<file path="src/rtl/mb_rtu_pkg.sv">
// mb_rtu_pkg: shared FSM states and Modbus RTU constants for the response parser
package mb_rtu_pkg;
  typedef enum logic [3:0] {
    WAIT_GAP, IDLE, FUNC, BCNT, DATA_HI, DATA_LO, CRC_LO, CRC_HI, COMMIT, DROP, EXC
  } state_t;
  localparam logic [15:0] CRC_INIT = 16'hFFFF;
  localparam logic [15:0] CRC_POLY = 16'hA001;
  localparam logic [7:0] FUNC_READ_HOLD = 8'h03;
  localparam logic [7:0] EXC_FLAG = 8'h80;
endpackage

</file>
<file path="src/rtl/mb_crc16.sv">
// mb_crc16: registered Modbus CRC16 with init/update enables and a one-byte combinational step
module mb_crc16
  import mb_rtu_pkg::*;
(
  input  logic        clk,
  input  logic        reset,
  input  logic        init,
  input  logic        upd,
  input  logic [7:0]  data,
  output logic [15:0] crc
);
  logic [15:0] nxt;
  always_comb begin
    nxt = (init ? CRC_INIT : crc) ^ {8'h00, data};
    for (int i = 0; i < 8; i++) nxt = nxt[0] ? (nxt >> 1) ^ CRC_POLY : nxt >> 1;
  end
  always_ff @(posedge clk) begin
    if (reset) crc <= CRC_INIT;
    else if (init || upd) crc <= nxt;
  end
endmodule

</file>
<file path="src/rtl/modbus_rsp_parser.sv">
// modbus_rsp_parser: Modbus RTU read-holding-register response parser; MB_EXCEPTION_EN adds exception reporting
module modbus_rsp_parser
  import mb_rtu_pkg::*;
#(
  parameter int         T35_CYCLES = 4010,
  parameter int         MAX_REGS   = 30,
  parameter logic [7:0] FUNC_CODE  = FUNC_READ_HOLD
) (
  input  logic        clk,
  input  logic        reset,
  input  logic [7:0]  rx_byte,
  input  logic        rx_valid,
  input  logic        rx_err,
  output logic [7:0]  adr,
  output logic [7:0]  n_data,
  output logic [15:0] data_in,
  output logic        data_strb,
  output logic        crc_validate,
  output logic        frame_err,
`ifdef MB_EXCEPTION_EN
  output logic        exc_valid,
  output logic [7:0]  exc_code,
`endif
  output logic        busy
);
`ifdef MB_EXCEPTION_EN
  localparam bit EXC_EN = 1'b1;
`else
  localparam bit EXC_EN = 1'b0;
`endif
  localparam int CW = $clog2(T35_CYCLES + 1);
  localparam logic [8:0] BMAX = 9'(2 * MAX_REGS);
  state_t state, nxt;
  logic [CW-1:0] cnt;
  logic [7:0] hi, crc_lo, k, nregs, cc;
  logic [15:0] crc;
  logic gap_hit, gap, acc, start, step, in_frame, bc_ok, crc_ok, exc_fc, is_exc, upd, err_d;
  assign gap_hit  = cnt == CW'(T35_CYCLES - 1);
  assign acc      = rx_valid & ~rx_err;
  assign gap      = gap_hit & (state != COMMIT);
  // a byte coinciding with the closing gap opens the next frame
  assign start    = acc & (gap | (state == IDLE));
  assign step     = acc & ~gap & (state != IDLE);
  assign in_frame = state inside {FUNC, BCNT, DATA_HI, DATA_LO, CRC_LO, CRC_HI, EXC};
  assign bc_ok    = (rx_byte != 8'd0) && !rx_byte[0] && ({1'b0, rx_byte} <= BMAX);
  assign crc_ok   = {rx_byte, crc_lo} == crc;
  assign exc_fc   = rx_byte == (FUNC_CODE | EXC_FLAG);
  assign upd      = step & (state inside {FUNC, BCNT, DATA_HI, DATA_LO, EXC});
  mb_crc16 u_crc (.clk(clk), .reset(reset), .init(start), .upd(upd), .data(rx_byte), .crc(crc));
  always_ff @(posedge clk) begin
    if (reset) begin
      state <= WAIT_GAP;
      cnt   <= '0;
    end else begin
      state <= nxt;
      cnt   <= rx_valid ? '0 : (cnt == CW'(T35_CYCLES)) ? cnt : cnt + CW'(1);
    end
  end
  always_comb begin
    nxt = state;
    if (state == COMMIT) nxt = (cc == nregs + 8'd1) ? WAIT_GAP : COMMIT;
    else if (start) nxt = FUNC;
    else if (gap) nxt = IDLE;
    else if (rx_err && in_frame) nxt = DROP;
    else if (step)
      case (state)
        FUNC:    nxt = (rx_byte == FUNC_CODE) ? BCNT : (EXC_EN && exc_fc) ? EXC : DROP;
        BCNT:    nxt = bc_ok ? DATA_HI : DROP;
        DATA_HI: nxt = DATA_LO;
        DATA_LO: nxt = (k == nregs) ? CRC_LO : DATA_HI;
        EXC:     nxt = CRC_LO;
        CRC_LO:  nxt = CRC_HI;
        CRC_HI:  nxt = (crc_ok && !is_exc) ? COMMIT : WAIT_GAP;
        default: nxt = state;
      endcase
  end
  always_comb begin
    crc_validate = state == COMMIT;
    err_d = (in_frame && (gap || rx_err)) ||
            (step && ((state == BCNT && !bc_ok) || (state == CRC_HI && !crc_ok) ||
                      (state == FUNC && !EXC_EN && exc_fc)));
  end
  always_ff @(posedge clk) begin
    if (reset) begin
      adr <= '0;
      n_data <= '0;
      data_in <= '0;
      data_strb <= 1'b0;
      frame_err <= 1'b0;
      busy <= 1'b0;
      hi <= '0;
      crc_lo <= '0;
      k <= '0;
      nregs <= '0;
      cc <= '0;
      is_exc <= 1'b0;
    end else begin
      data_strb <= step && state == DATA_LO;
      frame_err <= err_d;
      busy <= (nxt == IDLE) ? 1'b0 : (start | busy);
      if (start) adr <= rx_byte;
      if (step && state == FUNC) is_exc <= exc_fc;
      if (step && state == BCNT) begin
        nregs <= {1'b0, rx_byte[7:1]};
        k <= 8'd1;
      end
      if (step && state == DATA_HI) hi <= rx_byte;
      if (step && state == DATA_LO) begin
        data_in <= {hi, rx_byte};
        n_data <= k;
        k <= k + 8'd1;
      end
      if (step && state == CRC_LO) crc_lo <= rx_byte;
      // commit sweep runs one cycle past nregs to cover the demux's registered read
      if (nxt == COMMIT && state != COMMIT) begin
        n_data <= 8'd1;
        cc <= 8'd1;
      end else if (state == COMMIT) begin
        cc <= cc + 8'd1;
        n_data <= (cc >= nregs) ? nregs : cc + 8'd1;
      end
    end
  end
`ifdef MB_EXCEPTION_EN
  logic [7:0] exc_tmp;
  always_ff @(posedge clk) begin
    if (reset) begin
      exc_valid <= 1'b0;
      exc_code <= '0;
      exc_tmp <= '0;
    end else begin
      exc_valid <= step && state == CRC_HI && crc_ok && is_exc;
      if (step && state == EXC) exc_tmp <= rx_byte;
      if (step && state == CRC_HI && crc_ok && is_exc) exc_code <= exc_tmp;
    end
  end
`endif
endmodule

</file>
<file path="config.mk">
export PLATFORM = sky130hd
export DESIGN_NAME = modbus_rsp_parser
export DESIGN_NICKNAME = d
export VERILOG_FILES = /design/src/rtl/mb_rtu_pkg.sv /design/src/rtl/mb_crc16.sv /design/src/rtl/modbus_rsp_parser.sv
export SDC_FILE = /design/constraint.sdc
export NUM_CORES = 1
export LEC_CHECK = 0
export CORE_MARGIN = 1.5
export CORE_UTILIZATION = 58
export CTS_CLUSTER_SIZE = 8
export DETAILED_ROUTE_END_ITERATION = 7
export GPL_TIMING_DRIVEN = 1
export HOLD_SLACK_MARGIN = 0.08
export PLACE_DENSITY = 0.83
export SETUP_SLACK_MARGIN = 0.4
export SLEW_MARGIN = 20
export SYNTH_ARGS = -nofsm -noshare
export SYNTH_HDL_FRONTEND = slang
export SYNTH_SLANG_ARGS = --single-unit
</file>
<file path="constraint.sdc">
create_clock -name clk -period 3.05 [get_ports clk]
set_clock_uncertainty 0.1 [all_clocks]
set_input_delay 0.4575 -clock clk [delete_from_list [all_inputs] [get_ports clk]]
set_output_delay 0.4575 -clock clk [all_outputs]
set_load 0.01 [all_outputs]
</file>
# Word-level counts from Yosys, hierarchy flattened
# Index checks and enable logic that the tools add are counted.
# word_totals
input_bits	12
out_inout_bits	36
word_cells	124
ff_bits	107
# op_classes
reduce_logical	34
add_sub_neg	4
bitwise	19
eq_ne	20
n_lt_le_gt_ge	2
muxes	28
# op_table
operator	n
2-to-1 mux 16 bit	9
2-to-1 mux 8 bit	5
2-to-1 mux 4 bit	9
one-hot mux 4 bit (7 select lines)	1
== test 12 bit, second input constant	2
inverter 2 -> 3 bit	8
adder 8 x 1 -> 8 bit, second input constant	2
== test 16 bit	1
== test 4 x 3 -> 1 bit, second input constant	4
bitwise XOR 16 x 8 -> 16 bit	1
logical AND 1 bit	15
adder 12 x 1 -> 12 bit, second input constant	1
== test 4 bit, second input constant	3
adder 7 x 1 -> 8 bit, second input constant	1
== test 4 x 1 -> 1 bit, second input constant	2
== test 4 x 2 -> 1 bit, second input constant	2
== test 8 x 2 -> 1 bit, second input constant	1
== test 8 x 7 -> 1 bit	1
== test 8 bit	1
== test 8 bit, second input constant	1
greater-or-equal comparator 8 x 7 -> 1 bit	1
<= comparator 8 x 6 -> 1 bit, second input constant	1
nonzero test 8 bit	1
nonzero test 7 bit	1
13 further kinds	33

# Logic depth before layout (Yosys ltp)
# Gate-level depths: netlist of the first run.
# depth
ltp_word	22
mapped_depth	11

# Cells and area by module
# Synthesis of the first run repeated with hierarchy kept, for this count alone.
# unflattened
cells_unflattened	678
hier_area_um2	5703.0
# by_module_without_submodules
module	area_each_um2	n_inst	seq_area_each_um2	cells_per_inst
modbus_rsp_parser	4755.8	1	1821.7	576
mb_crc16	947.2	1	320.3	102

# Worst setup path after synthesis of the first run
# OpenSTA, ideal clock, no wires.
# synth_path
path_kind	input to register
from	in rx_byte[3]
to	reg n_data[3]
setup_ps	80
path_stages	9
t_required_ps	2870
setup_slack_ps	349
path_buffers	2
arrival_ps	2521
cell_sequence	buf_2 -> nor4_2 -> or3b_2 -> a41oi_1 -> o31ai_1 -> a311o_1 -> a41o_1 -> buf_6 -> a211oi_2
# synth_between
elab_chain_len	13
elab_cells_between_ends	19
classes_between	1 x order compare; 3 x eq/ne; 9 x mux; 6 x reduce/logical
# synth_lines
item	line	text
from (decl)	modbus_rsp_parser.sv:11	input logic [7:0] rx_byte,
parallel branches: the longest is 4 deep, another holds <= comparator 8 x 6 -> 1 bit	--	
one-hot mux 4 bit (7 select lines) (*)	modbus_rsp_parser.sv:66	case (state)
2-to-1 mux 4 bit (*)	modbus_rsp_parser.sv:65	else if (step)
2-to-1 mux 4 bit (*)	modbus_rsp_parser.sv:64	else if (rx_err && in_frame) nxt = DROP;
2-to-1 mux 4 bit (*)	modbus_rsp_parser.sv:63	else if (gap) nxt = IDLE;
2-to-1 mux 4 bit (*)	modbus_rsp_parser.sv:62	else if (start) nxt = FUNC;
2-to-1 mux 4 bit (*)	modbus_rsp_parser.sv:61	if (state == COMMIT) nxt = (cc == nregs + 8'd1) ? WAIT_GAP : COMMIT;
== test 4 bit (*)	modbus_rsp_parser.sv:115	if (nxt == COMMIT && state != COMMIT) begin
logical AND 1 bit (*)	modbus_rsp_parser.sv:115	
OR reduction 2 bit (no source line) (*)	--	
to (signal assigned)	modbus_rsp_parser.sv:110	n_data <= k;
to (signal assigned)	modbus_rsp_parser.sv:120	n_data <= (cc >= nregs) ? nregs : cc + 8'd1;
to (decl)	modbus_rsp_parser.sv:15	output logic [7:0] n_data,
# Mark *: on every way between the ends.
# A chain may end at the register's enable or synchronous reset.

# Worst setup path after layout of the first run
# layout_path
from	reg cnt[7]
to	reg u_crc.crc[0]
# layout_between
elab_chain_len	15
elab_cells_between_ends	27
classes_between	1 x eq/ne; 9 x mux; 16 x bitwise; 1 x reduce/logical
# layout_lines
item	line	text
from (decl)	modbus_rsp_parser.sv:34	logic [CW-1:0] cnt;
from (signal assigned)	modbus_rsp_parser.sv:56	cnt <= rx_valid ? '0 : (cnt == CW'(T35_CYCLES)) ? cnt : cnt + CW'(1);
== test 12 bit (*)	modbus_rsp_parser.sv:38	assign gap_hit = cnt == CW'(T35_CYCLES - 1);
bitwise AND 1 bit (*)	modbus_rsp_parser.sv:40	assign gap = gap_hit & (state != COMMIT);
OR 1 bit	modbus_rsp_parser.sv:42	assign start = acc & (gap | (state == IDLE));
bitwise AND 1 bit	modbus_rsp_parser.sv:42	
2-to-1 mux 16 bit	mb_crc16.sv:14	nxt = (init ? CRC_INIT : crc) ^ {8'h00, data};
bitwise XOR 16 x 8 -> 16 bit	mb_crc16.sv:14	
2-to-1 mux 16 bit or inverter 2 -> 3 bit (tied branches) (7 in a row)	--	
inverter 2 -> 3 bit (no source line) or 2-to-1 mux 16 bit (tied branches)	--	
2-to-1 mux 16 bit	mb_crc16.sv:15	for (int i = 0; i < 8; i++) nxt = nxt[0] ? (nxt >> 1) ^ CRC_POLY : nxt >> 1;
to (signal assigned)	mb_crc16.sv:19	else if (init || upd) crc <= nxt;
to (decl)	mb_crc16.sv:10	output logic [15:0] crc
# Mark *: on every way between the ends. The rest lies on a longest branch, timed or not.

==> results of run 1 <==
[final cells by class]
type	count	area share [%]
well taps	133	2.35
clock inverters	7	1.45
inverters	15	0.794
flip-flops and latches	107	30.4
repair buffers	104	13.5
clock buffers	9	1.75
multi-input cells	536	49.7
[metrics by stage]
| step | utilization [%] | power, mW |
|---|---|---|
| after global placement | 67.5 | 1.60 |
| after global routing | 72.9 | 2.64 |
| after detailed placement | 67.5 | 1.60 |
| final | 72.9 | 2.56 |
| after CTS | 70.8 | 2.56 |
| after floorplan | - | 1.53 |
[cells by family after synthesis]
family                     Yosys count  synth area share, %
xor gates and xnor gates            82                 12.4
muxes                               27                 4.68
adders and majority gates           13                 2.82
AOI/OAI and AO/OA                  133                 14.8
and+or+nand+nor                    281                 23.8
DFF                                107                 37.1
buffers and inverters               62                 4.35
[report_power, final]
part / leakage, nW / internal, mW / switching (mW) / total [mW]
combinational: 1.59 / 0.0881 / 0.110 / 0.199
clock: 0.113 / 0.409 / 0.554 / 0.963
sequential: 0.867 / 1.40 / 0.000999 / 1.40
total: 2.57 / 1.89 / 0.666 / 2.56
[how the worst max path moves through the flow]
stage / from / end / slack [ns] / depth (start not counted)
2_1_floorplan: rx_byte[3] / n_data[3] / 0.43 / 9
3_3_place_gp: rx_byte[2] / n_data[6] / -0.1 / 9
3_5_place_dp: rx_byte[2] / n_data[7] / -0.14 / 9
4_1_cts: cnt[1] / n_data[7] / 0.39 / 11
5_1_grt: cnt[8] / u_crc.crc[0] / 0.32 / 7
6_report: cnt[7] / u_crc.crc[0] / 0.44 / 7
[worst max-delay path, cell delays in order, from the launching register on]
cell and delay, ns:
dfxtp_4 0.38, nand4_1 0.20, or4_4 0.69, a211oi_4 0.34, or4_4 0.21, a211oi_4 0.08
or3_1 0.40, o311a_1 0.13
[timing repair]
action | CTS | global route
buffers inserted | 5 | 6
pin swaps | 11 | 10
cloned | 0 | 1
resized for setup | 19 | 31
endpoints found under the setup margin | 19 | 24
[state kept, by name, summed over array words and instances, names as in the netlist]
signal and count:
hi 8, nregs 7, cnt 12, adr 8, state 4, is_exc 1, busy 1, u_crc.crc 16
n_data 8, frame_err 1, data_in 16, data_strb 1, k 8, cc 8, crc_lo 8
[Yosys cell counts (2+ instances only)]
cell type	n
a21o_1	3
or2_2	3
nor2_1	67
nand3_1	22
o21a_1	3
buf_2	3
a211oi_1	12
nor3_1	15
nor4_2	2
a41oi_1	2
a21oi_1	53
or3_1	5
mux2i_1	27
xnor2_1	42
xor2_1	40
clkbuf_1	40
nand2b_1	6
o31ai_1	4
nor3b_1	3
dfxtp_1	107
or4_1	3
a211oi_2	4
nor4_1	9
o22ai_1	5
inv_1	13
ha_1	13
and3_1	14
buf_4	2
nand4_1	10
o211ai_1	9
a31oi_1	4
o22a_1	2
o21ai_0	21
nand2_1	101
nand3b_1	8
o311a_1	2
[layout by cell type (no fill, tap or decap), types with 3 or more instances in the layout]
| cell type | Yosys | final |
|---|---|---|
| nand2_1 | 101 | 101 |
| dfxtp_1 | 107 | 100 |
| nor2_1 | 67 | 67 |
| a21oi_1 | 53 | 53 |
| buf_4 | 2 | 49 |
| xnor2_1 | 42 | 41 |
| xor2_1 | 40 | 40 |
| clkdlybuf4s50_1 | 0 | 39 |
| mux2i_1 | 27 | 26 |
| nand3_1 | 22 | 21 |
| o21ai_0 | 21 | 21 |
| nor3_1 | 15 | 14 |
| and3_1 | 14 | 13 |
| inv_1 | 13 | 12 |
| ha_1 | 13 | 12 |
| nand4_1 | 10 | 10 |
| o211ai_1 | 9 | 9 |
| a211oi_2 | 4 | 9 |
| clkbuf_8 | 0 | 9 |
| nand3b_1 | 8 | 8 |
| nor4_1 | 9 | 7 |
| nand2b_1 | 6 | 6 |
| a211oi_1 | 12 | 6 |
| or3_1 | 5 | 5 |
| o22ai_1 | 5 | 5 |
| buf_6 | 1 | 5 |
| o31ai_1 | 4 | 4 |
| dfxtp_2 | 0 | 4 |
| dlymetal6s2s_1 | 0 | 4 |
| a21o_1 | 3 | 3 |
| or2_2 | 3 | 3 |
| o21a_1 | 3 | 3 |
| nor4_2 | 2 | 3 |
| a31oi_1 | 4 | 3 |
| dfxtp_4 | 0 | 3 |
| dlygate4sd2_1 | 0 | 3 |
[per-layer routing]
metal | wire, um | share of wire (%) | vias to the layer above | track usage, %
li1 | - | - | 2583 | -
met4 | 544 | 3.5 | 0 | 13.5
met5 | 0 | 0 | - | 0
met3 | 887 | 5.7 | 48 | 7.05
met2 | 7450 | 48 | 192 | 49.4
met1 | 6590 | 43 | 2543 | 37.3
==> reports/qor.csv, run 1 <==
metric;value;unit
port_buffers;47;
maxSlewHeadroom;54.2;%
dp_hpwl;10600;um
synth_top_area_share;37.1;%
num_rows;36;
yosysTopAreaCell;dfxtp_1;
r2r_slack;0.44;ns
synthToLayoutAreaGrowth;22.8;%
hold_depth;2;
r2r.worst_path.cells;7;
p_leak;2.57;nW
rsz0062_at_grt;true;
synth_cell_type_count;62;
netlist_instances;705;
fill_cells;761;
ff_latch_area;2160;um^2
routed_via_density;5.89;
drv_cap;0;
powerDensity;361;nW/um^2
htreeDepth;3;
cp-end-kind;flop;
syn-mean-instance-area;8.19;um^2
grt_max_degree;67;
num_antenna_cells;0;
grt_use_total;29.9;%
routed_wirelength;15500;um
crit_arrival;2.81;ns
layoutNonFillerInstCount;911;
cts_sinks;107;
gp_congestion;0.969;
worstSetupStartpointType;flop;
postPlaceCellArea;6560;um^2
fin_area;7090;um^2
wl_per_cell;17.0;um
grt_remaining_overflow;0;
coreArea;9730;um^2
fp.dieW;103;um
required;3.25;ns
vias;5366;
whs_endpoint;data_in[15];
dpl.cell_count;883;
dr.pass1.iters;5;
min_period;2.61;ns
status;finished, final reports clean;
clk_path_buf_depth;2;
initial_core_util;59.3;%
setup_violations;0;
die_h;103;um
grt_pass1_wl;24400;um
numCtsBuffers;9;
finalHoldViolCount;0;
peakVddDrop;429;uV
synth_warnings;0;
clkLatencyLatePin;0.40;ns
synth_ff_type;dfxtp_1;
synth-edff-count;0;
clock.fmax;0.382;GHz
syn_nets;730;
r2r-end;u_crc.crc[0];
hold_path_class;flop to flop;
nets;798;
holdWs;0.351;ns
crit_fanout;8;
ys_top_cells_by_area;dfxtp_1, nand2_1, xnor2_1;
multiInputGateArea;3520;um^2
synthArstFlopShare;0;%
clk_pin_slew;0.12;ns
cts.root.buffer_cell;clkbuf_8;
grt_pass1_vias;5012;
drive_gt1_share;15.6;%
yosys_register_bits;107;
tightest_slew;0.687;ns
place_ws;-0.143;ns
holdBufCountCts;0;
yosysSeqAreaShare;37.1;%
post-route-period-util;85.7;%
setup_ws;0.436;ns
ioPinCount;48;
setup_tns;0;ns
dieArea;10600;um^2
path_class;flop to flop;
min-delay-start;hi[7];
remaining_drc_errors;0;
antenna_left;0;
syn_area;5770;um^2
tritoncts;built;
r2r_start;cnt[7];
drv_slew;0;
antenna_found_initial;0;
drt_iter0_drc;331;
No activity file was read; power rests on OpenSTA's default activity.
==> inputs of run 2 (changes only) <==
MAX_ROUTING_LAYER = met4   (was not set)
==> run 2 against run 1 <==
Flip-flop and latch count unchanged. Die area unchanged. Global-route usage up 1.5 points. Worst setup slack worse by 0.080 ns. Cell count up 0.88%. First-iteration DRC count up 24%. Utilization up 1.5 points. Non-clock buffer count up 10. Critical path type unchanged. Critical endpoint is now n_data[6]. Largest power group unchanged.
==> reports/qor.csv, run 2 (synthesis gave the netlist of run 1 again) <==
metric;value;unit;change
port_buffers;47;;unchanged
nets;808;;was 798
grt_pass1_vias;5179;;was 5,012
holdBufCountCts;0;;unchanged
tritoncts;built;;unchanged
final_cell_mix;dfxtp_1, nand2_1, nor2_1, buf_4, a21oi_1;;was nand2_1, dfxtp_1, nor2_1, a21oi_1, buf_4
path_class;flop to flop;;unchanged
fin_util;74.4;%;was 72.9%
num_rows;36;;unchanged
r2r-end;n_data[6];;was u_crc.crc[0]
r2r_slack;0.36;ns;was 0.44 ns
drt_iter0_drc;409;;was 331
finalHoldViolCount;0;;unchanged
dpl.cell_count;882;;was 883
coreArea;9730;um^2;unchanged
layoutNonFillerInstCount;919;;was 911
critPathBufInv;2;;was 0
die_h;103;um;unchanged
hold_depth;2;;unchanged
status;finished, final reports clean;;unchanged
clk_path_buf_depth;2;;unchanged
peakVddDrop;371;uV;was 429 uV
tightest_slew;0.695;ns;was 0.687 ns
r2r.worst_path.cells;10;;was 7
p_leak;2.59;nW;was 2.57 nW
fp.dieW;103;um;unchanged
setup_violations;0;;unchanged
final_common_cell;dfxtp_1;;was nand2_1
dieArea;10600;um^2;unchanged
r2r_start;cnt[1];;was cnt[7]
multiInputGateArea;3640;um^2;was 3520 um^2
cts_sinks;107;;unchanged
path_cells;inv_2 > ha_4 > nand3b_1 > or4_4 > nand2_4 > o31ai_4 > a311o_1 > a41o_4 > buf_12 > a211oi_2;;was nand4_1 > or4_4 > a211oi_4 > or4_4 > a211oi_4 > or3_1 > o311a_1
hold_path_class;flop to flop;;unchanged
synthToLayoutAreaGrowth;25.4;%;was 22.8%
vias;5435;;was 5,366
clock.fmax;0.371;GHz;was 0.382 GHz
antenna_left;0;;unchanged
drv_slew;0;;unchanged
place_ws;-0.130;ns;was -0.143 ns
grt_remaining_overflow;0;;unchanged
setup_ws;0.356;ns;was 0.436 ns
powerDensity;345;nW/um^2;was 361 nW/um^2
clkLatencyLatePin;0.39;ns;was 0.40 ns
cpMaxStageDelayCell;or4_4;;unchanged
rsz0062_at_grt;true;;unchanged
grt_use_total;31.3;%;was 29.9%
power;2.50;mW;was 2.56 mW
worstSetupStartpointType;flop;;unchanged
dp_hpwl;10900;um;was 10,600 um
fill_cells;753;;was 761
setup_tns;0;ns;unchanged
ioPinCount;48;;unchanged
postPlaceCellArea;6560;um^2;about the same
dr.pass1.iters;5;;unchanged
grt_max_degree;67;;unchanged
antenna_found_initial;0;;unchanged
drv_cap;0;;unchanged
routed_wirelength;16100;um;was 15,500 um
ff_latch_area;2150;um^2;was 2160 um^2
cp-end-kind;flop;;unchanged
min_period;2.69;ns;was 2.61 ns
drive_gt1_share;17.6;%;was 15.6%
initial_core_util;59.3;%;unchanged
crit_arrival;2.91;ns;was 2.81 ns
post-route-period-util;88.3;%;was 85.7%
clk_pin_slew;0.10;ns;was 0.12 ns
gp_congestion;1.02;;was 0.969
remaining_drc_errors;0;;unchanged
fin_area;7240;um^2;was 7090 um^2
slowest_delay;0.65;ns;was 0.69 ns
maxSlewHeadroom;53.7;%;was 54.2%
crit_family;compound AO/OA/AOI/OAI gates;;was simple AND/OR/NAND/NOR gates
required;3.27;ns;was 3.25 ns
numCtsBuffers;9;;unchanged
routed_via_density;5.91;;was 5.89
htreeDepth;3;;unchanged
num_antenna_cells;0;;unchanged
holdWs;0.359;ns;was 0.351 ns
reg_top3;data_in (16), u_crc.crc (16), cnt (12);;unchanged
wl_per_cell;17.5;um;was 17.0 um
cts.root.buffer_cell;clkbuf_8;;unchanged
min-delay-start;data_in[2];;was hi[7]
crit_fanout;7;;was 8
grt_pass1_wl;25000;um;was 24,400 um
whs_endpoint;data_in[2];;was data_in[15]
run 2: cell count changes in the layout (fill, tap and decap cells not counted), moves of 4 or more:
cell / delta
buf_4: +9
dfxtp_2: -4
dfxtp_1: +5
nor2_4: +6
nor2_1: -5
run 2: layer usage:
layer  share of wire (%)  global-route usage, %
met1                  42                   37.2
met5                   0                      -
met3                 5.7                   6.44
met4                 2.7                   12.7
met2                  50                   52.2
run 2: final cells by class:
class / count / share of cell area, %
multi-input combinational: 536 / 50.3
sequential: 107 / 29.7
timing repair buffer: 114 / 14.3
tap: 133 / 2.30
clock buffer: 9 / 1.71
clock inverter: 5 / 1.00
inverter: 15 / 0.777
run 2: worst max-delay path by stage:
stage	startpoint	cells past startpoint	slack, ns	to
floorplan	rx_byte[3]	9	0.43	n_data[3]
global placement	rx_byte[2]	9	-0.08	n_data[6]
finish	cnt[1]	10	0.36	n_data[6]
detailed placement	rx_byte[2]	9	-0.13	n_data[6]
CTS	cnt[7]	9	0.38	u_crc.crc[15]
global route	cnt[1]	10	0.27	n_data[1]
run 2: worst register-to-register path, cell delays in order (launching register included):
cell and delay (ns):
dfxtp_4 0.35, inv_2 0.05, ha_4 0.13, nand3b_1 0.10
or4_4 0.65, nand2_4 0.15, o31ai_4 0.08, a311o_1 0.39
a41o_4 0.33, buf_12 0.14, a211oi_2 0.17
run 2: power by group:
group	total [mW]	internal, mW	switching [mW]	leakage [nW]
sequential	1.40	1.40	0.00117	0.864
combinational	0.207	0.0888	0.118	1.63
clock	0.895	0.387	0.509	0.0993
total	2.50	1.87	0.628	2.59
run 2: repair_timing:
item,in CTS,in global routing
setup buffers,11,11
setup endpoints to repair,21,43
pin swaps,10,26
resized for setup,23,48
endpoints found under the hold margin,0,0
gates cloned,0,1
==> inputs of run 3 (changes only) <==
REMOVE_ABC_BUFFERS = 1   (was not set)
==> run 3 against run 2 <==
Clock power increased by 11%. Combinational power is essentially flat. Sequential share of layout area increased by 0.34 points. Sequential power is essentially flat. Maximum frequency increased by 1.8%. Worst setup slack improved by 0.047 ns. Worst hold slack about the same. First-iteration DRC count down 8.6%. Via count rose by 0.70%. Register-to-register slack improved by 0.05 ns. Critical path type unchanged. Critical endpoint is now n_data[4]. Largest cell class unchanged. Highest routed layer unchanged.
==> reports/qor.csv, run 3 (synthesis gave the netlist of run 1 again) <==
metric;value;unit;change
p_comb_share;7.9;%;was 8.3%
grt_pass1_vias;4991;;was 5,179
numCtsBuffers;9;;unchanged
crit_arrival;2.84;ns;was 2.91 ns
peakVddDrop;318;uV;was 371 uV
clkLatencyLatePin;0.38;ns;was 0.39 ns
final_cell_mix;nand2_1, dfxtp_1, nor2_1, buf_4, a21oi_1;;was dfxtp_1, nand2_1, nor2_1, buf_4, a21oi_1
htreeDepth;3;;unchanged
p_leak;2.60;nW;was 2.59 nW
clkPwrFrac;38.2;%;was 35.8%
die_h;103;um;unchanged
clk_path_buf_depth;2;;unchanged
finalHoldViolCount;0;;unchanged
synthToLayoutAreaGrowth;24.4;%;was 25.4%
reg_top3;data_in (16), u_crc.crc (16), cnt (12);;unchanged
tightest_slew;0.690;ns;was 0.695 ns
holdBufCountCts;0;;unchanged
drv_cap;0;;unchanged
vias;5473;;was 5,435
cts_sinks;107;;unchanged
fill_cells;742;;was 753
drt_iter0_drc;374;;was 409
routed_via_density;5.95;;was 5.91
r2r.worst_path.cells;8;;was 10
post-route-period-util;86.8;%;was 88.3%
slowest_delay;0.65;ns;about the same
gp_congestion;0.964;;was 1.02
wl_per_cell;17.1;um;was 17.5 um
powerDensity;362;nW/um^2;was 345 nW/um^2
grt_use_total;30.9;%;was 31.3%
grt_max_degree;67;;unchanged
required;3.25;ns;was 3.27 ns
drive_gt1_share;17.0;%;was 17.6%
cp.depth;8;;was 10
hold_depth;2;;unchanged
clock.fmax;0.378;GHz;was 0.371 GHz
crit_family;simple AND/OR/NAND/NOR gates;;was compound AO/OA/AOI/OAI gates
initial_core_util;59.3;%;unchanged
worstSetupStartpointType;flop;;unchanged
fin_area;7180;um^2;was 7240 um^2
ioPinCount;48;;unchanged
maxSlewHeadroom;54.0;%;was 53.7%
final_common_cell;nand2_1;;was dfxtp_1
cpMaxStageDelayCell;or4_4;;unchanged
fp.dieW;103;um;unchanged
antenna_found_initial;0;;unchanged
critPathBufInv;1;;was 2
rsz0062_at_grt;true;;unchanged
pwr-share-seq;53.8;%;was 55.9%
path_cells;nand4bb_4 > or4_4 > nand2_4 > o31ai_4 > a311o_1 > a41o_4 > buf_12 > a211oi_4;;was inv_2 > ha_4 > nand3b_1 > or4_4 > nand2_4 > o31ai_4 > a311o_1 > a41o_4 > buf_12 > a211oi_2
p_switching;602;uW;was 628 uW
status;finished, final reports clean;;unchanged
nets;807;;was 808
tritoncts;built;;unchanged
hold_path_class;flop to flop;;unchanged
coreArea;9730;um^2;unchanged
dieArea;10600;um^2;unchanged
cts.root.buffer_cell;clkbuf_8;;unchanged
min_period;2.65;ns;was 2.69 ns
port_buffers;47;;unchanged
intPower;1.99;mW;was 1.87 mW
routed_wirelength;15700;um;was 16,100 um
crit_fanout;8;;was 7
drv_slew;0;;unchanged
cp-end-kind;flop;;unchanged
r2r_slack;0.40;ns;was 0.36 ns
postPlaceCellArea;6660;um^2;was 6560 um^2
setup_violations;0;;unchanged
grt_pass1_wl;24500;um;was 25,000 um
dr.pass1.iters;6;;was 5
grt_remaining_overflow;0;;unchanged
remaining_drc_errors;0;;unchanged
place_ws;-0.239;ns;was -0.130 ns
switching_share;23.2;%;was 25.1%
antenna_left;0;;unchanged
path_class;flop to flop;;unchanged
dp_hpwl;10900;um;about the same
setup_ws;0.403;ns;was 0.356 ns
num_antenna_cells;0;;unchanged
clk_pin_slew;0.10;ns;about the same
num_rows;36;;unchanged
[run 3: changes by cell type in the layout (fill, tap and decap cells not counted), sizes merged]
cell / before / now
clkinvlp: 0 / 1
dlymetal6s2s: 2 / 4
inv: 17 / 14
bufinv: 1 / 2
clkdlybuf4s50: 40 / 38
buf: 67 / 66
clkbuf: 10 / 13
[run 3: stage by stage]
stage	total power [mW]	hold slack (ns)	instances	TNS (ns)	util (%)
floorplan	1.50	0.325	658	-3.97	-
global placement	1.61	0.344	896	-1.22	68.4
detailed placement	1.61	0.348	896	-1.91	68.4
CTS	2.58	0.363	915	0	71.3
global route	2.67	0.380	920	0	73.8
finish	2.60	0.359	920	0	73.8
[run 3: power groups by stage]
stage / registers (mW) / clock network, mW / logic [mW]
3_3_place_gp: 1.43 / 0 / 0.178
4_1_cts: 1.40 / 0.994 / 0.186
6_report: 1.40 / 0.993 / 0.205
5_1_grt: 1.40 / 1.05 / 0.216
3_5_place_dp: 1.43 / 0 / 0.184
2_1_floorplan: 1.43 / 0 / 0.0732
[run 3: what timing repair did]
action                                  in CTS  in global routing
setup buffers                                3                  4
endpoints found under the setup margin      18                 24
pin swaps                                   10                 17
hold endpoints to repair                     0                  0
resized for setup                           13                 42
gates cloned                                 0                  1
[run 3: worst register-to-register path: stages, from the launching register on]
cell       delay (ns)
dfxtp_2          0.34
nand4bb_4        0.25
or4_4            0.66
nand2_4          0.15
o31ai_4          0.08
a311o_1          0.39
a41o_4           0.29
buf_12           0.15
a211oi_4         0.16
[run 3: layer usage]
| metal | track usage [%] | vias up | share of wire [%] |
|---|---|---|---|
| li1 | - | 2596 | - |
| met1 | 39.1 | 2600 | 43 |
| met2 | 50.0 | 234 | 48 |
| met3 | 3.93 | 43 | 6.3 |
| met4 | 13.3 | 0 | 2.6 |
| met5 | - | - | 0 |
[run 3: cell type report]
type / instances / area [um^2] / share of cell area [%]
multi-input combinational: 536 / 3570 / 49.7
inverter: 15 / 56.3 / 0.784
sequential: 107 / 2160 / 30.0
tap: 133 / 166 / 2.32
timing repair buffer: 113 / 1010 / 14.0
clock inverter: 4 / 72.6 / 1.01
clock buffer: 12 / 155 / 2.16
[run 3: final timing paths]
kind,to,start
setup / recovery,n_data[4],cnt[4]
setup reg to reg,n_data[4],cnt[4]
hold / removal,adr[3],adr[3]
hold reg to reg,adr[3],adr[3]
